## src/rtl/coproc_cmd_ctrl.sv

```systemverilog
// Command/handshake controller between the HPS PIO bridge, the image buffer and the scaling engine.
// Optional build macro COPROC_START_SYNC_EN adds a 2-flop synchroniser on the start level.
module coproc_cmd_ctrl #(
  parameter int unsigned ADDR_W         = 15,
  parameter int unsigned IMG_PIXELS     = 19200,
  parameter int unsigned TIMEOUT_CYCLES = 1000000
) (
  input  logic              clk_clk,
  input  logic              reset_reset_n,
  input  logic [31:0]       instruct,
  input  logic              start,
  output logic              done,
  output logic              donewrite,
  output logic              busy,
  output logic              mem_we,
  output logic [ADDR_W-1:0] mem_addr,
  output logic [7:0]        mem_wdata,
  output logic              alg_start,
  output logic [2:0]        alg_sel,
  input  logic              alg_done,
  output logic              alg_timeout,
  output logic [31:0]       cycles_last
);

  typedef enum logic [2:0] {
    S_IDLE,
    S_DECODE,
    S_WRITE,
    S_RUN_WAIT,
    S_ACK
  } state_e;

  localparam logic [2:0]  OP_STORE   = 3'b001;
  localparam logic [2:0]  OP_RUN     = 3'b010;
  localparam logic [2:0]  OP_CLRSTAT = 3'b011;
  localparam logic [31:0] PIX_LIMIT  = 32'(IMG_PIXELS);
  localparam logic [31:0] TMO_LIMIT  = 32'(TIMEOUT_CYCLES);
  localparam logic        TMO_EN     = (TIMEOUT_CYCLES != 0);

  state_e      state_q;
  logic [25:0] instr_q;
  logic [31:0] counter_q;
  logic        start_prev_q;
  logic        start_int;
  logic        start_rise_c;

  // Reserved instruction bits carry no meaning for this block.
  logic unused_rsvd;
  assign unused_rsvd = ^instruct[31:26];

`ifdef COPROC_START_SYNC_EN
  logic start_s1_q;
  logic start_s2_q;

  always_ff @(posedge clk_clk or negedge reset_reset_n) begin
    if (!reset_reset_n) begin
      start_s1_q <= 1'b0;
      start_s2_q <= 1'b0;
    end else begin
      start_s1_q <= start;
      start_s2_q <= start_s1_q;
    end
  end

  assign start_int = start_s2_q;
`else
  assign start_int = start;
`endif

  assign start_rise_c = start_int & ~start_prev_q;

  logic [2:0]  opcode;
  logic [14:0] st_addr;
  logic [7:0]  st_pix;
  logic [2:0]  run_sel;
  logic        addr_ok;

  assign opcode  = instr_q[2:0];
  assign st_addr = instr_q[17:3];
  assign st_pix  = instr_q[25:18];
  assign run_sel = instr_q[5:3];
  assign addr_ok = ({17'd0, st_addr} < PIX_LIMIT);

  // Command FSM; every output is a register updated on the transition that produces it.
  always_ff @(posedge clk_clk or negedge reset_reset_n) begin
    if (!reset_reset_n) begin
      state_q      <= S_IDLE;
      instr_q      <= '0;
      counter_q    <= '0;
      start_prev_q <= 1'b0;
      done         <= 1'b0;
      donewrite    <= 1'b0;
      busy         <= 1'b0;
      mem_we       <= 1'b0;
      mem_addr     <= '0;
      mem_wdata    <= '0;
      alg_start    <= 1'b0;
      alg_sel      <= '0;
      alg_timeout  <= 1'b0;
      cycles_last  <= '0;
    end else begin
      start_prev_q <= start_int;
      case (state_q)
        S_IDLE: begin
          if (start_rise_c) begin
            instr_q <= instruct[25:0];
            busy    <= 1'b1;
            state_q <= S_DECODE;
          end
        end
        S_DECODE: begin
          case (opcode)
            OP_STORE: begin
              if (addr_ok) begin
                mem_addr  <= ADDR_W'(st_addr);
                mem_wdata <= st_pix;
                mem_we    <= 1'b1;
              end
              state_q <= S_WRITE;
            end
            OP_RUN: begin
              alg_sel   <= run_sel;
              alg_start <= 1'b1;
              counter_q <= 32'd1;
              state_q   <= S_RUN_WAIT;
            end
            OP_CLRSTAT: begin
              alg_timeout <= 1'b0;
              cycles_last <= '0;
              done        <= 1'b1;
              state_q     <= S_ACK;
            end
            default: begin
              done    <= 1'b1;
              state_q <= S_ACK;
            end
          endcase
        end
        S_WRITE: begin
          mem_we    <= 1'b0;
          donewrite <= 1'b1;
          state_q   <= S_ACK;
        end
        S_RUN_WAIT: begin
          alg_start <= 1'b0;
          // alg_done takes priority over a watchdog expiry in the same cycle.
          if (alg_done) begin
            cycles_last <= counter_q;
            done        <= 1'b1;
            state_q     <= S_ACK;
          end else if (TMO_EN && (counter_q == TMO_LIMIT)) begin
            alg_timeout <= 1'b1;
            cycles_last <= counter_q;
            done        <= 1'b1;
            state_q     <= S_ACK;
          end else if (counter_q != '1) begin
            counter_q <= counter_q + 32'd1;
          end
        end
        S_ACK: begin
          if (!start_int) begin
            done      <= 1'b0;
            donewrite <= 1'b0;
            busy      <= 1'b0;
            state_q   <= S_IDLE;
          end
        end
        default: begin
          busy    <= 1'b0;
          state_q <= S_IDLE;
        end
      endcase
    end
  end

endmodule

```

## config.mk

```make
export PLATFORM = sky130hd
export DESIGN_NAME = coproc_cmd_ctrl
export DESIGN_NICKNAME = d
export VERILOG_FILES = /design/src/rtl/coproc_cmd_ctrl.sv
export SDC_FILE = /design/constraint.sdc
export NUM_CORES = 1
export LEC_CHECK = 0
export ABC_AREA = 1
export CORE_MARGIN = 1.5
export CORE_UTILIZATION = 54
export DETAILED_ROUTE_END_ITERATION = 12
export PLACE_DENSITY = 0.86
export SLEW_MARGIN = 5
export SYNTH_ARGS = -nofsm -noshare
export SYNTH_HDL_FRONTEND = slang
export SYNTH_SLANG_ARGS = --single-unit
```

## constraint.sdc

```tcl
create_clock -name clk_clk -period 2.2 [get_ports clk_clk]
set_input_delay 0.44 -clock clk_clk [delete_from_list [all_inputs] [get_ports clk_clk]]
set_output_delay 0.44 -clock clk_clk [all_outputs]
set_load 0.05 [all_outputs]
```

; After elaboration in Yosys (flattened, before gate mapping)
; Index checks and enable logic that the tools add are counted.
[totals]
ff_bits = 126
latch_bits = 0
mem_bits_rw = 0
mem_bits_ro = 0
inputBits = 36
out_inout_bits = 64
elab_cells = 90
n_memories = 0
[classes]
add_sub_neg = 1
n_mul = 0
n_div = 0
order_cmp = 1
eq_ne = 21
shift = 0
mux = 31
bitwise_logic = 3
n_reduce_logical = 19
[op_table]
columns = op, n
row1 = $mux W32, 7
row2 = $pmux W32 S2, 2
row3 = $add A32 B1 Y32 const B, 1
row4 = $eq A32 B20 Y1 const B, 1
row5 = $ne A32 B32 Y1 const B, 1
row6 = $ne A2 B2 Y1 const B, 10
row7 = $lt A15 B15 Y1 const B, 1
row8 = $pmux W3 S5, 1
row9 = $reduce_and A3 Y1, 5
row10 = $eq A3 B2 Y1 const B, 4
row11 = $mux W3, 4
row12 = $mux W1, 10
row13 = $pmux W1 S2, 4
row14 = $reduce_and A2 Y1, 4
row15 = $reduce_and A4 Y1, 2
row16 = $eq A3 B1 Y1 const B, 2
row17 = $pmux W1 S3, 2
row18 = $pmux W3 S2, 1
row19 = $reduce_bool A2 Y1, 3
row20 = $reduce_and A5 Y1, 1
row21 = $eq A3 B3 Y1 const B, 1
row22 = $logic_not A3 Y1, 1
row23 = $ne A3 B3 Y1 const B, 1
row24 = $reduce_bool A3 Y1, 1
row25 = other kinds (5), 6

; Longest topological paths before layout
[depth]
ltp_word = 5
ltp_mapped = 12
ltp_nobuf = 11

; Worst setup path before layout
; Ideal clock, no wire load.
[synth_timing]
path_kind = register -> register
from = register counter_q[0]
to = register counter_q[20]
setup_time_ns = 0.117
arrival_ns = 1.479
required_ns = 2.083
slack_ns = 0.604
stages_incl_launch_ff = 12
period_less_slack_ns = 1.596
cell_sequence = dfrtp_1 > ha_1 > nand2_2 > nor2_4 > nand3_2 > nor2_1 > nand2_1 > nand2_1 > nand2_2 > buf_2 > nand3_1 > nand2_1
[synth_via]
elab_chain_len = 5
[synth_lines]
columns = item, line_no
row1 = start: declaration, 42  ; logic [31:0] counter_q;
row2 = start signal: assignment, 157  ; counter_q <= counter_q + 32'd1;
row3 = $add A32 B1 Y32, 157
row4 = $mux W32, 156  ; end else if (counter_q != '1) begin
row5 = $mux W32, 151  ; end else if (TMO_EN && (counter_q == TMO_LIMIT)) begin
row6 = $mux W32, 147  ; if (alg_done) begin
row7 = $pmux W32 S2, 103  ; case (state_q)
; Several ways; a longest one is shown, not always the timed one. The select of a mux whose other input is x is not followed.
; A chain may end at the register's enable or synchronous reset.

; Worst setup path after layout
[layout_timing]
from = register mem_addr[7]
to = output port mem_addr[7]
[layout_rtl]
columns = item, line_no
row1 = start: declaration, 16  ; output logic [ADDR_W-1:0] mem_addr,
row2 = start signal: assignment, 115  ; mem_addr <= ADDR_W'(st_addr);
; No word-level cell between the ends.

==> implementation parameters <==
Parameter                              Value

Place
  Buffers added on ports ... 93
  RePlAce Congestion ... 0.9978
  Placed insts ... 1079
  HPWL Detailed ... 10530 µm

Floorplanning
  Starting Density ... 55.54%
  Std cell rows ... 39
  Vertical extent of the die ... 111.4 µm
  Total die area ... 0.01240 mm²
  Width of the chip ... 111.4 µm
  Core area ... 0.01142 mm²
  Number of primary I/O pins ... 100

Critical path
  Required time worst endpoint ... 1760 ps
  Worst path depth ... 1
  Crit-path cells ... clkdlybuf4s50_1
  Worst EP arrival ... 1620 ps
  Startpoint of the most critical setup path ... mem_addr[7]$_DFFE_PN0P_
  Delay of the slowest cell on the worst path ... 850 ps
  Kind of critical path ... flop to output port
  CP Buf/Inv Count ... 1
  Launch instance of the worst register-to-register path ... state_q[0]$_DFFE_PN0P_
  Kind of start point of the critical path ... flop
  Depth of the most critical reg-to-reg path ... 9
  Max stage delay cell, worst path ... sky130_fd_sc_hd__clkdlybuf4s50_1
  Maximum fanout encountered on the critical timing path ... 2
  Category of the worst setup path capture point ... output port
  Kind of cell with the highest combined delay on the critical path ... buffers and inverters

Synthesis
  Post-synth EDFFs ... 0
  Total of flip-flops plus latches after synthesis ... 126
  Syn_nets ... 897
  Gate count after technology mapping ... 859
  Number of unique standard cell types used by synthesis ... 31
  Most used flip-flop cell after synthesis ... sky130_fd_sc_hd__dfrtp_1
  Sequential share of the synthesized area ... 49.71%
  Async set or reset register ratio after synthesis ... 100.0%
  Average cell area after synthesis ... 7.383 µm²
  Cell area after synthesis ... 0.006342 mm²
  Warnings, synthesis ... 0

Power
  Part of the power in the clock network ... 30.2%
  P_leak ... 0.003924 µW
  Combinational fraction of design power ... 35.5%
  Switching power summed over all nets ... 3519 µW
  Switching Fraction ... 38.34%
  Worst vdd ir ... 0.001067 V
  Share of total power in sequential cells ... 34.3%
  Int Power ... 5659 µW
  Total power density per cell area ... 1144 mW/mm²

Layout
  Area grow syn2layout ... 26.45%
  Proportion of layout cells with a drive suffix above 1 ... 7.143%
  Number of standard cells in the final layout excluding fillers ... 1109
  Multi-input gate area in the final layout ... 0.002718 mm²
  Area used by sequential logic in the layout ... 0.003153 mm²
  Total Nets Final ... 993
  Fill count ... 899
  Number of diodes ... 0

Routing
  Total iterations of the first detailed-routing run ... 6
  DRT antenna net count ... 0
  DRT Wirelength ... 15570 µm
  Residual DRC count ... 0
  Mean routed wirelength per cell ... 14.04 µm
  Number of vias in the routed layout ... 5768
  Via density per instance ... 5.201
  Number of design-rule violations left by the first detailed-router iteration ... 395

STA
  Shortest period the worst path allows ... 2065 ps
  Setup violators final ... 0
  Setup repair after global routing missed its margin ... false
  Crit share post-route ... 93.86%
  Setup TNS ... 0 ps
  Worst slew margin relative to its limit ... 59.62%
  Highest achievable clock rate ... 0.4843 GHz
  Slew of the pin with the lowest slew margin ... 603.4 ps
  Final count of pins violating max slew ... 0
  Setup Skew ... 11.79 ps
  Total count of hold-check failures in the final report ... 0
  Hold Slack ... 2.404 ps

Clock tree
  Number of CTS-inserted buffers ... 17
  CTS sink cnt ... 126
  Root Driver ... sky130_fd_sc_hd__clkbuf_16
  Max Root-Sink Buffers ... 2
  Number of buffers added for setup after CTS ... 0
  CTS H-Tree Depth ... 4
  Clock tree from TritonCTS ... yes
  Clk pin slew, worst setup/hold paths ... 60 ps
  Later-pin clock latency in the skew report ... 430 ps

Global routing
  Overall routing resource usage ... 26.84%
  Initial antenna violation count ... 0
  Largest net degree at the start of global routing ... 53
  Vias in the first global route ... 5557
  Global-route wire length before repair ... 26450 µm
  Total congestion overflow ... 0

Hold path
  Hold WC Path Type ... primary input to asynchronous set/reset pin

Job
  Number of maximum-capacitance constraint violations ... 0

Run status
  Status ... finished clean
## power by group through the flow
stage / logic, µW / registers (µW) / clock network (µW)
3_5_place_dp: 3210 / 3170 / 0
3_3_place_gp: 3140 / 3150 / 0
4_1_cts: 3270 / 3140 / 2810
6_report: 3260 / 3150 / 2770
5_1_grt: 3560 / 3200 / 2920
2_1_floorplan: 1510 / 3900 / 0
## cells in the final DEF (no fill, tap or decap), types with 2 or more instances in the layout
cell type,count
sky130_fd_sc_hd__o21ai_2,2
sky130_fd_sc_hd__dfrtp_1,126
sky130_fd_sc_hd__inv_1,73
sky130_fd_sc_hd__o21ai_0,37
sky130_fd_sc_hd__nor2_2,3
sky130_fd_sc_hd__clkbuf_8,2
sky130_fd_sc_hd__clkbuf_16,17
sky130_fd_sc_hd__clkdlybuf4s50_1,92
sky130_fd_sc_hd__a22oi_1,2
sky130_fd_sc_hd__ha_1,2
sky130_fd_sc_hd__bufinv_16,3
sky130_fd_sc_hd__a21oi_1,10
sky130_fd_sc_hd__inv_2,6
sky130_fd_sc_hd__nor2_1,93
sky130_fd_sc_hd__nand2_2,4
sky130_fd_sc_hd__nand4_1,3
sky130_fd_sc_hd__o21bai_1,3
sky130_fd_sc_hd__nand3_2,2
sky130_fd_sc_hd__clkinv_2,3
sky130_fd_sc_hd__nor2_4,3
sky130_fd_sc_hd__clkbuf_1,4
sky130_fd_sc_hd__o21ai_1,4
sky130_fd_sc_hd__buf_12,3
sky130_fd_sc_hd__buf_4,15
sky130_fd_sc_hd__nand2_1,333
sky130_fd_sc_hd__nand3_1,108
sky130_fd_sc_hd__nor3_1,4
## cells in the mapped netlist, types with 5 or more instances
master	instances	area, µm²
sky130_fd_sc_hd__buf_2	17	85.08
sky130_fd_sc_hd__nand3_1	108	540.5
sky130_fd_sc_hd__inv_1	73	274.0
sky130_fd_sc_hd__o21ai_1	5	25.02
sky130_fd_sc_hd__inv_2	6	22.52
sky130_fd_sc_hd__o21ai_0	37	185.2
sky130_fd_sc_hd__a21oi_1	10	50.05
sky130_fd_sc_hd__buf_6	5	56.30
sky130_fd_sc_hd__nand2_1	333	1250
sky130_fd_sc_hd__nor2_1	94	352.8
sky130_fd_sc_hd__dfrtp_1	126	3153
sky130_fd_sc_hd__clkbuf_1	7	26.28
## layout make-up
cell class | count | share of cell area [%]
Inverter | 79 | 3.697
Tap cell | 143 | 2.231
Clock buffer | 23 | 5.835
Sequential cell | 126 | 39.31
Multi-Input combinational cell | 621 | 33.88
Clock inverter | 7 | 1.404
Timing Repair Buffer | 110 | 13.63
## kinds of logic (layout without fill, tap and decap cells)
group / count (synthesis) / in the layout / synth area share (%)
AOI/OAI and AO/OA: 60 / 60 / 5.188
xor gates and xnor gates: 1 / 1 / 0.1381
adders and majority gates: 2 / 2 / 0.3945
buffers and inverters: 112 / 219 / 7.674
DFF: 126 / 126 / 49.71
and+or+nand+nor: 558 / 558 / 36.89
## sequential cells by signal (all words and copies together), names as in the netlist
name / count
mem_wdata: 8
start_prev_q: 1
alg_sel: 3
alg_start: 1
state_q: 3
mem_we: 1
done: 1
cycles_last: 32
busy: 1
alg_timeout: 1
mem_addr: 15
instr_q: 26
counter_q: 32
donewrite: 1
## layer usage
metal  track usage (%)  vias to the layer above  part of all wire (%)
met4             11.98                        0                   2.9
met1             35.93                     2679                    45
li1                  -                     2877                     -
met2             41.64                      168                    47
met3             6.805                       44                   5.5
met5                 0                        -                     0
## path summary, 6_finish.rpt
kind,to,slack [ps]
setup reg to reg,counter_q[17]$_DFFE_PN0P_,190
hold / removal,mem_wdata[4]$_DFFE_PN0P_,2
min in group clk_clk,cycles_last[5]$_DFFE_PN0P_,460
max in group asynchronous,cycles_last[22]$_DFFE_PN0P_,1530
setup / recovery,mem_addr[7],140
hold reg to reg,cycles_last[5]$_DFFE_PN0P_,460
## per-stage QoR
step | utilization [%] | total power [µW] | setup slack (ps) | cell area, µm²
after global placement | 65.08 | 6290 | 146.5 | 7431
after floorplan | - | 5409 | 604.1 | 6342
after detailed placement | 65.08 | 6382 | 63.63 | 7431
after global routing | 70.24 | 9674 | 10.68 | 8020
after CTS | 70.16 | 9219 | 121.7 | 8011
final | 70.24 | 9177 | 135.1 | 8020
## timing repair
item	4_1_cts	5_1_grt
resized for setup	0	1
setup endpoints to repair	0	32
hold buffers	0	0
Power figures use the tool's default switching activity.
